## src/rtl/dcache_responder.sv

```systemverilog
// Direct-mapped, write-through, no-write-allocate data cache with one-word lines.
// Serves CPU memory-stage loads/stores and issues word transactions to backing memory.
module dcache_responder #(
  parameter int unsigned DATA_WIDTH = 32,
  parameter int unsigned ADDR_WIDTH = 32,
  parameter int unsigned INDEX_BITS = 4
) (
  input  logic                  clk_i,
  input  logic                  rst_i,
  input  logic                  req_i,
  input  logic                  we_i,
  input  logic [ADDR_WIDTH-1:0] addr_i,
  input  logic [DATA_WIDTH-1:0] wdata_i,
  output logic [DATA_WIDTH-1:0] rdata_o,
  output logic                  stall_o,
  output logic                  mem_req_o,
  output logic                  mem_we_o,
  output logic [ADDR_WIDTH-1:0] mem_addr_o,
  output logic [DATA_WIDTH-1:0] mem_wdata_o,
  input  logic [DATA_WIDTH-1:0] mem_rdata_i,
  input  logic                  mem_ack_i,
  output logic [31:0]           hit_cnt_o,
  output logic [31:0]           miss_cnt_o
);

  localparam int unsigned Lines   = 1 << INDEX_BITS;
  localparam int unsigned TagBits = ADDR_WIDTH - INDEX_BITS - 2;
  localparam int unsigned WBits   = ADDR_WIDTH - 2;

  typedef enum logic [1:0] {StIdle, StRdMiss, StWrThru, StResp} state_e;

  state_e                  r_state;
  state_e                  w_state_d;
  logic [Lines-1:0]        r_valid;
  logic [TagBits-1:0]      r_tag  [Lines];
  logic [DATA_WIDTH-1:0]   r_data [Lines];
  logic [WBits-1:0]        r_waddr;
  logic [DATA_WIDTH-1:0]   r_wdata;
  logic [DATA_WIDTH-1:0]   r_resp;
  logic [31:0]             r_hit_cnt;
  logic [31:0]             r_miss_cnt;

  logic [INDEX_BITS-1:0]   w_idx;
  logic [TagBits-1:0]      w_tag;
  logic                    w_hit;
  logic [INDEX_BITS-1:0]   w_l_idx;
  logic [TagBits-1:0]      w_l_tag;
  logic                    w_l_hit;
  logic                    w_idle_req;
  logic                    w_load_hit;
  logic                    w_load_miss;
  logic [1:0]              w_unused_byte_off;

  assign w_unused_byte_off = addr_i[1:0];

  assign w_idx   = addr_i[INDEX_BITS+1:2];
  assign w_tag   = addr_i[ADDR_WIDTH-1:INDEX_BITS+2];
  assign w_hit   = r_valid[w_idx] && (r_tag[w_idx] == w_tag);
  assign w_l_idx = r_waddr[INDEX_BITS-1:0];
  assign w_l_tag = r_waddr[WBits-1:INDEX_BITS];
  assign w_l_hit = r_valid[w_l_idx] && (r_tag[w_l_idx] == w_l_tag);

  assign w_idle_req  = (r_state == StIdle) && req_i;
  assign w_load_hit  = w_idle_req && !we_i && w_hit;
  assign w_load_miss = w_idle_req && !we_i && !w_hit;

  assign hit_cnt_o  = r_hit_cnt;
  assign miss_cnt_o = r_miss_cnt;

  always_comb begin
    w_state_d   = r_state;
    stall_o     = 1'b0;
    mem_req_o   = 1'b0;
    mem_we_o    = 1'b0;
    mem_addr_o  = '0;
    mem_wdata_o = '0;
    rdata_o     = '0;
    unique case (r_state)
      StIdle: begin
        if (req_i) begin
          if (we_i) begin
            stall_o   = 1'b1;
            w_state_d = StWrThru;
          end else if (w_hit) begin
            rdata_o = r_data[w_idx];
          end else begin
            stall_o   = 1'b1;
            w_state_d = StRdMiss;
          end
        end
      end
      StRdMiss: begin
        stall_o    = 1'b1;
        mem_req_o  = 1'b1;
        mem_addr_o = {r_waddr, 2'b00};
        if (mem_ack_i) w_state_d = StResp;
      end
      StWrThru: begin
        stall_o     = 1'b1;
        mem_req_o   = 1'b1;
        mem_we_o    = 1'b1;
        mem_addr_o  = {r_waddr, 2'b00};
        mem_wdata_o = r_wdata;
        if (mem_ack_i) w_state_d = StResp;
      end
      StResp: begin
        rdata_o   = r_resp;
        w_state_d = StIdle;
      end
      default: w_state_d = StIdle;
    endcase
  end

  always_ff @(posedge clk_i or negedge rst_i) begin
    if (!rst_i) begin
      r_state    <= StIdle;
      r_valid    <= '0;
      r_waddr    <= '0;
      r_wdata    <= '0;
      r_resp     <= '0;
      r_hit_cnt  <= '0;
      r_miss_cnt <= '0;
    end else begin
      r_state <= w_state_d;
      // Response register is cleared on entry so stores answer with zero.
      if (w_idle_req && (we_i || !w_hit)) begin
        r_waddr <= addr_i[ADDR_WIDTH-1:2];
        r_wdata <= wdata_i;
        r_resp  <= '0;
      end
      if ((r_state == StRdMiss) && mem_ack_i) begin
        r_valid[w_l_idx] <= 1'b1;
        r_resp           <= mem_rdata_i;
      end
      if (w_load_hit && (r_hit_cnt != 32'hFFFF_FFFF)) r_hit_cnt <= r_hit_cnt + 32'd1;
      if (w_load_miss && (r_miss_cnt != 32'hFFFF_FFFF)) r_miss_cnt <= r_miss_cnt + 32'd1;
    end
  end

  // Tag/data need no reset: the valid bits gate every use.
  always_ff @(posedge clk_i) begin
    if ((r_state == StRdMiss) && mem_ack_i) begin
      r_tag[w_l_idx]  <= w_l_tag;
      r_data[w_l_idx] <= mem_rdata_i;
    end else if ((r_state == StWrThru) && mem_ack_i && w_l_hit) begin
      r_data[w_l_idx] <= r_wdata;
    end
  end

endmodule
```

## config.mk

```make
export PLATFORM = sky130hd
export DESIGN_NAME = dcache_responder
export DESIGN_NICKNAME = d
export VERILOG_FILES = /design/src/rtl/dcache_responder.sv
export SDC_FILE = /design/constraint.sdc
export NUM_CORES = 1
export LEC_CHECK = 0
export CAP_MARGIN = 20
export CELL_PAD_IN_SITES_DETAIL_PLACEMENT = 0
export CELL_PAD_IN_SITES_GLOBAL_PLACEMENT = 2
export CORE_ASPECT_RATIO = 0.5
export CORE_MARGIN = 2
export CORE_UTILIZATION = 25
export CTS_BUF_LIST = sky130_fd_sc_hd__clkbuf_8
export DETAILED_ROUTE_END_ITERATION = 7
export PLACE_DENSITY_LB_ADDON = 0.1
export SETUP_SLACK_MARGIN = 0.5
export SYNTH_ARGS = -nofsm -noshare
export SYNTH_HDL_FRONTEND = slang
export SYNTH_SLANG_ARGS = --single-unit
```

## constraint.sdc

```tcl
create_clock -name clk_i -period 8.51 [get_ports clk_i]
set_input_delay 1.702 -clock clk_i [delete_from_list [all_inputs] [get_ports clk_i]]
set_output_delay 1.702 -clock clk_i [all_outputs]
set_load 0.01 [all_outputs]
```

Word-level counts from Yosys, hierarchy flattened
Memory sizes are Yosys's and may differ from the RTL's.
Cells that the tools add are included.
{"block": "word_totals", "reg_bits": 176, "mem_bits_rw": 928, "input_bits": 101, "out_inout_bits": 163, "elab_cells": 77, "memories": 2}
{"block": "op_classes", "n_addsub": 2, "magnitude_cmp": 3, "eq_ne": 10, "n_mux": 31, "bitwise_logic": 2, "reduce_logical": 20}
{"name": "r_data", "depth": 16, "word_bits": 32, "read_ports": 1, "rd_ports_with_merged_regs": 0, "write_ports": 1, "line": "36", "text": "logic [DATA_WIDTH-1:0] r_data [Lines];"}
{"name": "r_tag", "depth": 16, "word_bits": 26, "read_ports": 2, "rd_ports_with_merged_regs": 0, "write_ports": 1, "line": "35", "text": "logic [TagBits-1:0] r_tag [Lines];"}
{"cell": "$mux 32", "n": 8}
{"cell": "$add 32x1->32 const B", "n": 2}
{"cell": "$ne 32x32->1 const B", "n": 2}
{"cell": "$pmux 32 s2", "n": 1}
{"cell": "$eq 26x26->1", "n": 2}
{"cell": "$or 16x16->16", "n": 1}
{"cell": "$logic_and 1x1->1", "n": 13}
{"cell": "$mux 1", "n": 13}
{"cell": "$lt 4x5->1 const B", "n": 2}
{"cell": "$bmux 1 s4", "n": 2}
{"cell": "$mux 2", "n": 4}
{"cell": "$pmux 2 s3", "n": 1}
{"cell": "$demux 1 s4", "n": 1}
{"cell": "$eq 2x2->1 const B", "n": 2}
{"cell": "$ge 4x1->1 const B", "n": 1}
{"cell": "$ne 3x3->1 const B", "n": 1}
{"cell": "$reduce_and 3->1", "n": 1}
{"cell": "$eq 2x1->1 const B", "n": 1}
{"cell": "$logic_not 1->1", "n": 2}
{"cell": "$logic_not 2->1", "n": 1}
{"cell": "$ne 2x1->1 const B", "n": 1}
{"cell": "$ne 2x2->1 const B", "n": 1}
{"cell": "$pmux 1 s2", "n": 1}
{"cell": "$reduce_bool 2->1", "n": 1}
{"cell": "3 further kinds", "n": 3}

Depth between registers and ports, before layout
{"block": "logic_depth", "depth_word": 8, "ltp_mapped": 16, "mapped_depth_nobuf": 9}

Worst setup path before layout
OpenSTA, ideal clock, no wires.
{"block": "synth_path", "path_type": "reg2reg", "startpoint": "register r_waddr[0]", "endpoint": "memory r_data[1][0], enable pin", "setup_time_ps": 501, "arrival_time_ps": 6086, "t_required_ps": 8009, "slack_ps": 1923, "stages_incl_launch_ff": 12, "path_buffers": 4, "period_less_slack_ps": 6587, "cell_sequence": "dfrtp_1 > buf_2 > buf_2 > buf_1 > mux4_2 > mux4_2 > xor2_1 > nor4_1 > nand4_1 > and2_1 > clkbuf_1 > nor4_1"}
{"block": "synth_between", "elab_chain_cells": 8, "word_cells_on_any_way": 10, "classes_between": "1 x eq/ne; 5 x mux; 1 x bitwise; 2 x reduce/logical; 1 x memory"}
{"item": "start: declaration", "line": "37", "text": "logic [WBits-1:0] r_waddr;"}
{"item": "start signal: assignment", "line": "127", "text": "r_waddr <= addr_i[ADDR_WIDTH-1:2];"}
{"item": "$mem_v2 16x26 or $bmux 1 s4 (tied branches)"}
{"item": "$eq 26x26->1 or $mux 1 (tied branches)", "line": "61", "text": "assign w_l_hit = r_valid[w_l_idx] && (r_tag[w_l_idx] == w_l_tag);"}
{"item": "$logic_and 1x1->1", "line": "61"}
{"item": "$logic_and 1x1->1", "line": "145", "text": "end else if ((r_state == StWrThru) && mem_ack_i && w_l_hit) begin"}
{"item": "$mux 1", "line": "145"}
{"item": "$mux 1", "line": "142", "text": "if ((r_state == StRdMiss) && mem_ack_i) begin"}
{"item": "$mux 1 (implied by the code)", "line": "146", "text": "r_data[w_l_idx] <= r_wdata;"}
{"item": "$or 1x1->1 (no line)"}
{"item": "end: declaration", "line": "36"}
Several ways; a longest one is shown, not always the timed one. The select of a mux whose other input is x is not followed.

Worst setup path after layout
{"block": "layout_path", "startpoint": "input port addr_i[3]", "endpoint": "output port rdata_o[7]"}
{"block": "layout_between", "elab_chain_cells": 7, "word_cells_on_any_way": 10, "classes_between": "1 x eq/ne; 6 x mux; 1 x reduce/logical; 2 x memory"}
{"item": "start: declaration", "line": "12", "text": "input logic [ADDR_WIDTH-1:0] addr_i,"}
{"item": "$mem_v2 16x26 or $bmux 1 s4 (tied branches)"}
{"item": "$eq 26x26->1 or $mux 1 (tied branches)", "line": "58", "text": "assign w_hit = r_valid[w_idx] && (r_tag[w_idx] == w_tag);"}
{"item": "$logic_and 1x1->1", "line": "58"}
{"item": "$mux 32 (*)", "line": "84", "text": "end else if (w_hit) begin"}
{"item": "$mux 32 (*)", "line": "81", "text": "if (we_i) begin"}
{"item": "$mux 32 (*)", "line": "80", "text": "if (req_i) begin"}
{"item": "$pmux 32 s2 (*)", "line": "78", "text": "unique case (r_state)"}
{"item": "end: declaration", "line": "14", "text": "output logic [DATA_WIDTH-1:0] rdata_o,"}
Mark *: on every way between the ends. The rest lies on a longest branch, timed or not. The select of a mux whose other input is x is not followed.

==> summary.md <==
| Metric | Value |
|---|---|
| Synth area leaders | edfxtp_1 (58%), mux4_2 (18%), dfrtp_1 (9.1%), mux2i_1 (1.6%), mux2_4 (1.5%) |
| Yosys reg bits | 1104 |
| Share of post-route cells with drive strength above 1 | 28.8% |
| Hold path cells | 1 |
| Post-layout min period | 7.69 ns |
| Max Cap Viol | 0 |
| Post-CTS Setup Bufs | 0 |
| Worst setup EP type | output port |
| P&R area growth vs syn | 20.1% |
| CTS Buffer Depth | 4 |
| Arr. time, crit path | 5.98 ns |
| Post-route ant nets | 0 |
| Avg Inst Size Synth | 18.9 sq um |
| Hold Crit Endpoint | r_valid[1]$_DFFE_PN0P_ |
| Hpwl dp | 92000 um |
| Clock Latency Late Sink | 0.91 ns |
| Total gr overflow | 0 |
| Clock-pin slew on the worst setup and hold paths | 0.06 ns |
| Initial antenna violation count | 9 |
| Status | finished clean |
| FFs w/ async S/R, synth | 15.9% |
| CTS tree | yes |
| Slew @ Worst Pin | 1.03 ns |
| Fin. Hold Viols | 0 |
| Primary FF master, synth | edfxtp_1 |
| Post-synth top area cell | edfxtp_1 |
| Pin count of the biggest net entering global routing | 124 |
| Reg2reg start | r_waddr[0]$_DFFE_PN0P_ |
| Top-area cell type share of the netlist area | 57.7% |
| H-tree levels | 4 |
| DRC Markers | 0 |
| Num ports | 264 |
| Cell total after placement | 5350 |
| Synth top cells by count | edfxtp_1 (928), mux4_2 (381), dfrtp_1 (176) |
| Final setup viols | 0 |
| Detailed Route Iter0 Violations | 2050 |
| Hold wc startpoint | r_valid[1]$_DFFE_PN0P_ |
| RSZ-0062 raised after global routing | no |
| Post-DR wirelength/cell | 28.2 um |
| Clock Skew | 0.0656 ns |
| CP max FO | 28 |
| Drt total wl | 161000 um |
| Ys Warns | 0 |
| Sequential fraction of the synthesis area | 66.8% |
| Final slew viol count | 0 |
| Slew HR | 30.9% |
| Gp weighted congestion | 0.741 |
| Final Cell Area | 58000 sq um |
| Via count | 26600 |
| F_max | 130 MHz |
| CTS buffer count | 189 |
| DIE WIDTH | 626 um |
| Reg2Reg Setup Slack | 2.66 ns |
| Initial DRT Pass Iterations | 5 |
| CTS root buf | clkbuf_8 |
| Cell Count, Final, Fillers Out | 5697 |
| Initial cell density of the core | 25.1% |
| Max VDD drop | 0.000218 V |
| Vias in the first global route | 28600 |
| Reg2reg end | r_data[13][14]$_DFFE_PP_ |
| IO buf count | 259 |
| Final nets | 3040 |
| Resize count post-CTS | 0 |
| Die height | 315 um |
| GRT Total Usage | 16.2% |
| Synth Cell Area | 48300 sq um |
| Via density | 4.66 |
| Pwr Density | 277 nW/um^2 |
| Dpl cell area | 54400 sq um |
| HP Class | flip-flop to flip-flop |
| Util after Layout | 30.1% |
| R2R depth | 10 |
| CP required | 6.81 ns |
| Hold_buf cts | 0 |
| Cell row count | 114 |
| Leakage | 0.0194 uW |
| WS Path Type | input port to output port |
| CTS Sinks | 1104 |
| Core Box Area | 193000 sq um |
| Mapped Cells | 2558 |
| Die Area | 197000 sq um |
| Startpoint types | input port |
| Library cells used by synthesis | 67 |
| Setup TNS | 0 ns |
| Part of the cycle the worst path needs | 90.3% |
| Most frequent cell after synthesis | edfxtp_1 |
| Fillers | 18900 |
| First-pass GRT wire length | 225000 um |
| Number of synthesized flops with an enable pin | 928 |
-- cell families after synthesis --
group / share of synthesized area [%]
AOI/OAI and AO/OA: 1.88
and+or+nand+nor: 5.15
buffers and inverters: 1.81
DFF: 66.8
xor gates and xnor gates: 1.96
adders and majority gates: 0.181
other: 0.00776
muxes: 22.2
-- metal layers --
metal | track usage, % | routed length (um)
met4 | 3.59 | 2990
met1 | 22.9 | 75700
met2 | 25.9 | 75600
met5 | 0 | 0
met3 | 2.91 | 6550
-- critical path: stages --
cell and delay, ns:
buf_12 0.25, mux4_2 0.54, mux2i_1 0.20, mux2i_1 0.28
xor2_1 0.24, or4_1 0.56, or4_4 0.54, nor4_4 0.35
buf_12 0.25, buf_12 0.20, a22oi_1 0.09, nor2_1 0.13
clkdlybuf4s50_1 0.59
-- cell type report --
class                      count  area (sq um)  share of cell area [%]
sequential                  1104         32300                    55.6
multi-input combinational   1281         15400                    26.5
timing repair buffer         346          3450                    5.94
tap                         2610          3270                    5.63
clock buffer                 206          2840                    4.88
clock inverter               134           763                    1.31
inverter                      10          40.0                  0.0690
antenna                        6          15.0                  0.0259
-- stage by stage --
step | setup WS [ns] | total power (uW) | hold WS [ns]
global route | 0.585 | 16900 | 0.494
global placement | 0.592 | 11600 | 0.467
CTS | 0.558 | 16400 | 0.487
finish | 0.824 | 16100 | 0.486
detailed placement | 0.571 | 11600 | 0.471
floorplan | 1.92 | 9490 | 0.452
-- how the worst max path moves through the flow --
stage,start,end,slack (ns),cells past startpoint
global placement,addr_i[2],rdata_o[20],0.59,12
floorplan,r_waddr[0]$_DFFE_PN0P_,r_data[1][0]$_DFFE_PP_,1.92,11
CTS,addr_i[2],rdata_o[20],0.56,13
global route,addr_i[3],rdata_o[7],0.59,13
detailed placement,addr_i[2],rdata_o[20],0.57,12
finish,addr_i[3],rdata_o[7],0.82,13
-- state kept, by name, indices dropped and copies added, names as in the netlist --
register    cells
r_valid        16
r_state         2
hit_cnt_o      32
r_waddr        30
r_wdata        32
miss_cnt_o     32
r_resp         32
r_tag         416
r_data        512
-- cells in the final DEF (no fill, tap or decap), drive strengths merged, types with 19 or more instances in the layout --
master         synthesis  layout
mux2i                 79      79
clkbuf                76     207
mux4                 381     381
buf                   88      91
inv                   10      82
mux2                 106     106
nand4                 20      20
nor2                  65      65
clkdlybuf4s50          0     254
nand3                 41      41
and3                  21      21
nand2                105     105
or2                   19      19
clkinv                 0      49
nor3                  35      35
a22oi                 48      48
edfxtp               928     928
and2                  81      81
xor2                  54      54
dfrtp                176     176
o21ai                 38      38
nor4                  25      25
xnor2                 54      54
-- report_power, final --
part | total [uW] | internal (uW) | switching [uW] | leakage, uW
combinational | 4080 | 1930 | 2150 | 0.00668
sequential | 7250 | 6610 | 639 | 0.0106
clock | 4750 | 2460 | 2290 | 0.00210
total | 16100 | 11000 | 5080 | 0.0194
No activity file was read; power rests on OpenSTA's default activity.
==> patch 1, RTL diff (config.mk and constraints unchanged) <==
`DATA_WIDTH`: 32 -> 40.
--- a/src/rtl/dcache_responder.sv
+++ b/src/rtl/dcache_responder.sv
@@ -1,7 +1,7 @@
 // Direct-mapped, write-through, no-write-allocate data cache with one-word lines.
 // Serves CPU memory-stage loads/stores and issues word transactions to backing memory.
 module dcache_responder #(
-  parameter int unsigned DATA_WIDTH = 32,
+  parameter int unsigned DATA_WIDTH = 40,
   parameter int unsigned ADDR_WIDTH = 32,
   parameter int unsigned INDEX_BITS = 4
 ) (
Ports: changed (resized mem_rdata_i, mem_wdata_o, rdata_o and wdata_i); port bits go from 264 to 296. No check against the original RTL was run, so the function may have changed too.
==> patch 1 against the original RTL <==
  * Final area grew 12%
  * Sequential cell count increased by 144
  * Synthesized area increased by 13%
  * Critical endpoint is now rdata_o[14]
  * Die area grew 12%
  * Count of clock-buffer cells in the layout grew 16
  * Critical path type unchanged
  * Routed wire length up 12%
  * Worst setup slack better by 0.053 ns
  * Total power up 10%
==> patch 1: results (changes against the original RTL) <==
status: "finished clean"
synth-compound-area-share: 0.0186  # -0.000242
grt_max_degree: 85  # -31%
peakVddDrop_mv: 0.246  # +13%
cp_max_fo: 53  # +89%
r2r_setup_slack_ns: 2.02  # -0.64 ns
post_cts_buffers: 0  # unchanged
timing.rr.end: "r_data[13][31]"
netlist-cell-type-count: 67  # unchanged
relSlewSlack: 0.266  # -0.0421
drtIter0Drc: 2278  # +11%
place_hpwl_um: 106000  # +16%
grt_pass1_wl_um: 254000  # +13%
synthAdderAreaFrac: 0.00161  # -0.000202
fillers: 21327  # +13%
gp_congestion: 0.731  # -1.3%
cpMaxStageDelayCell: "a211oi_2"
worstPathArrival_ns: 5.93  # -0.05 ns
rr_worst_depth: 10  # unchanged
track_usage: 0.161  # -0.00111
worstHoldStart: "r_valid[11]"
via_per_inst: 4.65  # -0.24%
finalHoldViolations: 0  # unchanged
synth.area.mux_share: 0.211  # -0.0112
io_buffers: 291  # +12%
cpPeakStageDelay_ns: 0.58
fin_nets: 3486  # +15%
fin_hold_ws_ns: 0.487  # +0.000746 ns
antenna_found_initial: 4  # -5
worst_clock_skew_ns: 0.0640  # -0.00168 ns
p_sw_mw: 5.63  # +11%
path_delay_family: "buffers and inverters"
holdPathEnd: "r_valid[11]"
synth_xor_area_frac: 0.0200  # +0.000390
clk_pin_slew_ns: 0.05
grt_pass1_vias: 32469  # +14%
clock_latency_ns: 0.93  # +0.02 ns
cts.repair.resized: 0  # unchanged
ys_async_sr_fraction: 0.154  # -0.00557
numCtsBuffers: 209  # +11%
leakage_nw: 21.7  # +12%
routed_wirelength_um: 180000  # +12%
worstHoldPathCells: 1  # unchanged
synth_top_family_by_area: "multiplexers"
synth-edff-count: 1056  # +14%
synth_commonest_cells: "1056 x edfxtp_1, 396 x mux4_2, 192 x dfrtp_1"
crit_path_start: "addr_i[2]"
cts_max_level: 4  # unchanged
pre_cts_ws_ns: 0.756  # +0.185 ns
layout-drive-gt1-share: 0.283  # -0.00542
firstDrtPassIters: 7  # +2
yosysSeqAreaShare: 0.671  # +0.00345
top_regs: "r_data: 640 flops, r_tag: 416 flops"
ys_top_cells_by_area: "edfxtp_1 58%, mux4_2 16%, dfrtp_1 8.8%"
==> patch 1: worst max path at each step <==
stage                     slack, ns          end
after floorplan                2.26   rdata_o[0]
after global placement         0.76  rdata_o[13]
after detailed placement       0.76  rdata_o[13]
after CTS                      0.74  rdata_o[13]
after global routing           0.56  rdata_o[13]
final                          0.88  rdata_o[14]
==> patch 1: power by group through the flow <==
| stage | clock network (mW) | registers [mW] | logic (mW) |
|---|---|---|---|
| final | 5.15 | 8.20 | 4.39 |
| after global placement | 0 | 8.33 | 4.54 |
| after detailed placement | 0 | 8.35 | 4.53 |
| after floorplan | 0 | 7.96 | 2.70 |
| after global routing | 5.64 | 8.32 | 4.74 |
| after CTS | 5.38 | 8.22 | 4.55 |
==> patch 1: cell type report <==
class | count | area share
repair buffers | 406 | 0.0599
inverters | 15 | 0.000866
well taps | 2890 | 0.0556
flip-flops and latches | 1248 | 0.562
diodes | 2 | 0.0000769
multi-input cells | 1482 | 0.263
clock inverters | 149 | 0.0116
clock buffers | 222 | 0.0470
==> patch 1: through the flow <==
stage | cell area (um^2) | instances
2_1_floorplan | 54400 | 2933
3_3_place_gp | 61200 | 6041
3_5_place_dp | 61200 | 6041
4_1_cts | 65000 | 6412
5_1_grt | 65000 | 6413
6_report | 65000 | 6414
==> patch 1: layer usage <==
layer | vias to the layer above | wire length [um] | GRT usage
li1 | 12675 | - | -
met5 | - | 0 | 0
met1 | 16250 | 84300 | 0.227
met3 | 244 | 7650 | 0.0273
met2 | 676 | 84600 | 0.259
met4 | 0 | 3460 | 0.0351
==> patch 2, RTL diff (same settings) <==
Made on the original files. Encoding of `state_e`: now Gray code (2 bits for 4 states).
--- a/src/rtl/dcache_responder.sv
+++ b/src/rtl/dcache_responder.sv
@@ -27,7 +27,7 @@
   localparam int unsigned TagBits = ADDR_WIDTH - INDEX_BITS - 2;
   localparam int unsigned WBits   = ADDR_WIDTH - 2;
 
-  typedef enum logic [1:0] {StIdle, StRdMiss, StWrThru, StResp} state_e;
+  typedef enum logic [1:0] {StIdle = 2'b00, StRdMiss = 2'b01, StWrThru = 2'b11, StResp = 2'b10} state_e;
 
   state_e                  r_state;
   state_e                  w_state_d;
Check against the original RTL: no difference found for any inputs over 4 cycles, from zero or initial values and one cycle with rst_i low; so few cycles prove little.
==> patch 2 against the original RTL <==
  * Routed wire length down 4.7%
  * First-iteration DRC count shrank 5.8%
  * Final area down 1.6%
  * Sequential share of layout area rose by 0.90 points
  * Synthesized cell count is 3.2% lower
  * Total power down 5.1%
  * Worst setup slack lost 0.052 ns
  * Count of clock-buffer cells in the layout up 5
  * Synthesized area fell by 1.8%
  * Sequential cell count unchanged
  * Clock skew is 0.017 ns higher
==> patch 2: results (changes against the original RTL) <==
layout-drive-gt1-share: 0.291  # +0.00321
status: "finished clean"
dpl-instance-area_mm2: 0.0537  # -1.3%
synth-compound-area-share: 0.0172  # -0.00166
cp_max_fo: 59  # +110%
fin_hold_ws_ns: 0.487  # +0.000407 ns
worst_slack_ns: 0.772  # -0.0520 ns
rr_worst_depth: 11  # +1
worstPathArrival_ns: 6.04  # +0.06 ns
yosysSeqAreaShare: 0.680  # +0.0120
grt_pass1_wl_um: 216000  # -3.7%
fillers: 18527  # -2.1%
wl_per_cell_um: 27.7  # -1.9%
vias: 25579  # -3.7%
holdPathEnd: "r_valid[15]"
synth_xor_area_frac: 0.0203  # +0.000721
peakVddDrop_mv: 0.121  # -45%
relSlewSlack: 0.310  # +0.00155
netlist-cell-type-count: 59  # -12%
synth_commonest_cells: "928 x edfxtp_1, 390 x mux4_2, 176 x dfrtp_1"
crit_path_start: "addr_i[4]"
antenna_found_initial: 6  # -3
ys_top_cells_by_area: "edfxtp_1 59%, mux4_2 19%, dfrtp_1 9.3%"
synthAdderAreaFrac: 0.000527  # -0.00129
place_hpwl_um: 84800  # -7.8%
synth.area.mux_share: 0.221  # -0.00143
grt_max_degree: 121  # -2.4%
grt_pass1_vias: 27846  # -2.5%
placed_cells: 5194  # -2.9%
drtIter0Drc: 1932  # -5.8%
fin_area_mm2: 0.0571  # -1.6%
worstHoldStart: "r_valid[15]"
timing.rr.end: "r_data[15][9]"
gp_congestion: 0.724  # -2.3%
r2r_setup_slack_ns: 2.34  # -0.32 ns
synth_cells: 2475  # -3.2%
==> patch 2: cell types whose count changed after synthesis, sizes merged, moves of 5 or more <==
cell,delta
or3,-6
mux2i,-25
xor2,-22
buf,-8
nand4,+6
nor3,-29
nor2,+19
xnor2,+24
nor4b,-5
ha,-5
nor4,-18
and2,-41
mux4,+9
and3,+35
==> patch 2: layout make-up <==
type	instances	share of cell area
Antenna cell	5	0.000219
Inverter	10	0.000701
Multi-Input combinational cell	1203	0.258
Tap cell	2530	0.0554
Timing Repair Buffer	348	0.0612
Clock inverter	123	0.00887
Clock buffer	211	0.0508
Sequential cell	1104	0.565
==> patch 2: timing repair <==
action,4_1_cts,5_1_grt
resized for setup,5,2
pin swaps,0,1
gates cloned,0,0
setup endpoints to repair,32,18
buffers inserted,0,1
==> patch 2: how the worst max path moves through the flow <==
stage,endpoint,cells after the start
after detailed placement,rdata_o[9],14
after floorplan,rdata_o[10],14
after CTS,rdata_o[9],14
after global routing,rdata_o[7],15
after global placement,rdata_o[31],14
final,rdata_o[31],15
==> patch 2: critical path, stage by stage <==
cell and delay, ns:
buf_8 0.45, buf_4 0.41, mux4_2 0.35, mux2i_1 0.19
xor2_1 0.16, mux2i_1 0.11, a2111oi_2 0.45, buf_4 0.19
nand4_1 0.21, nor4_4 0.33, buf_4 0.20, buf_4 0.28
a22oi_1 0.12, nor2_1 0.13, clkdlybuf4s50_1 0.62
==> patch 2: where the power goes <==
| group | internal [mW] | total [mW] | leakage [nW] | switching [mW] |
|---|---|---|---|---|
| clock | 2.26 | 4.50 | 2.04 | 2.24 |
| sequential | 6.61 | 7.36 | 10.6 | 0.750 |
| combinational | 1.64 | 3.40 | 6.24 | 1.76 |
| total | 10.5 | 15.3 | 18.9 | 4.75 |
==> patch 2: cells by family after synthesis <==
family / after synthesis
simple gates: 420
xor+xnor: 110
other cells: 1
mux: 547
fa+ha+maj: 2
compound gates: 122
buf+inv: 169
flops: 1104
==> patch 2: routing by layer <==
metal | share of wire | global-route usage | routed length, um
met4 | 0.019 | 0.0373 | 2850
met2 | 0.48 | 0.254 | 73000
met5 | 0 | 0 | 0
met3 | 0.037 | 0.0266 | 5650
met1 | 0.47 | 0.222 | 71700
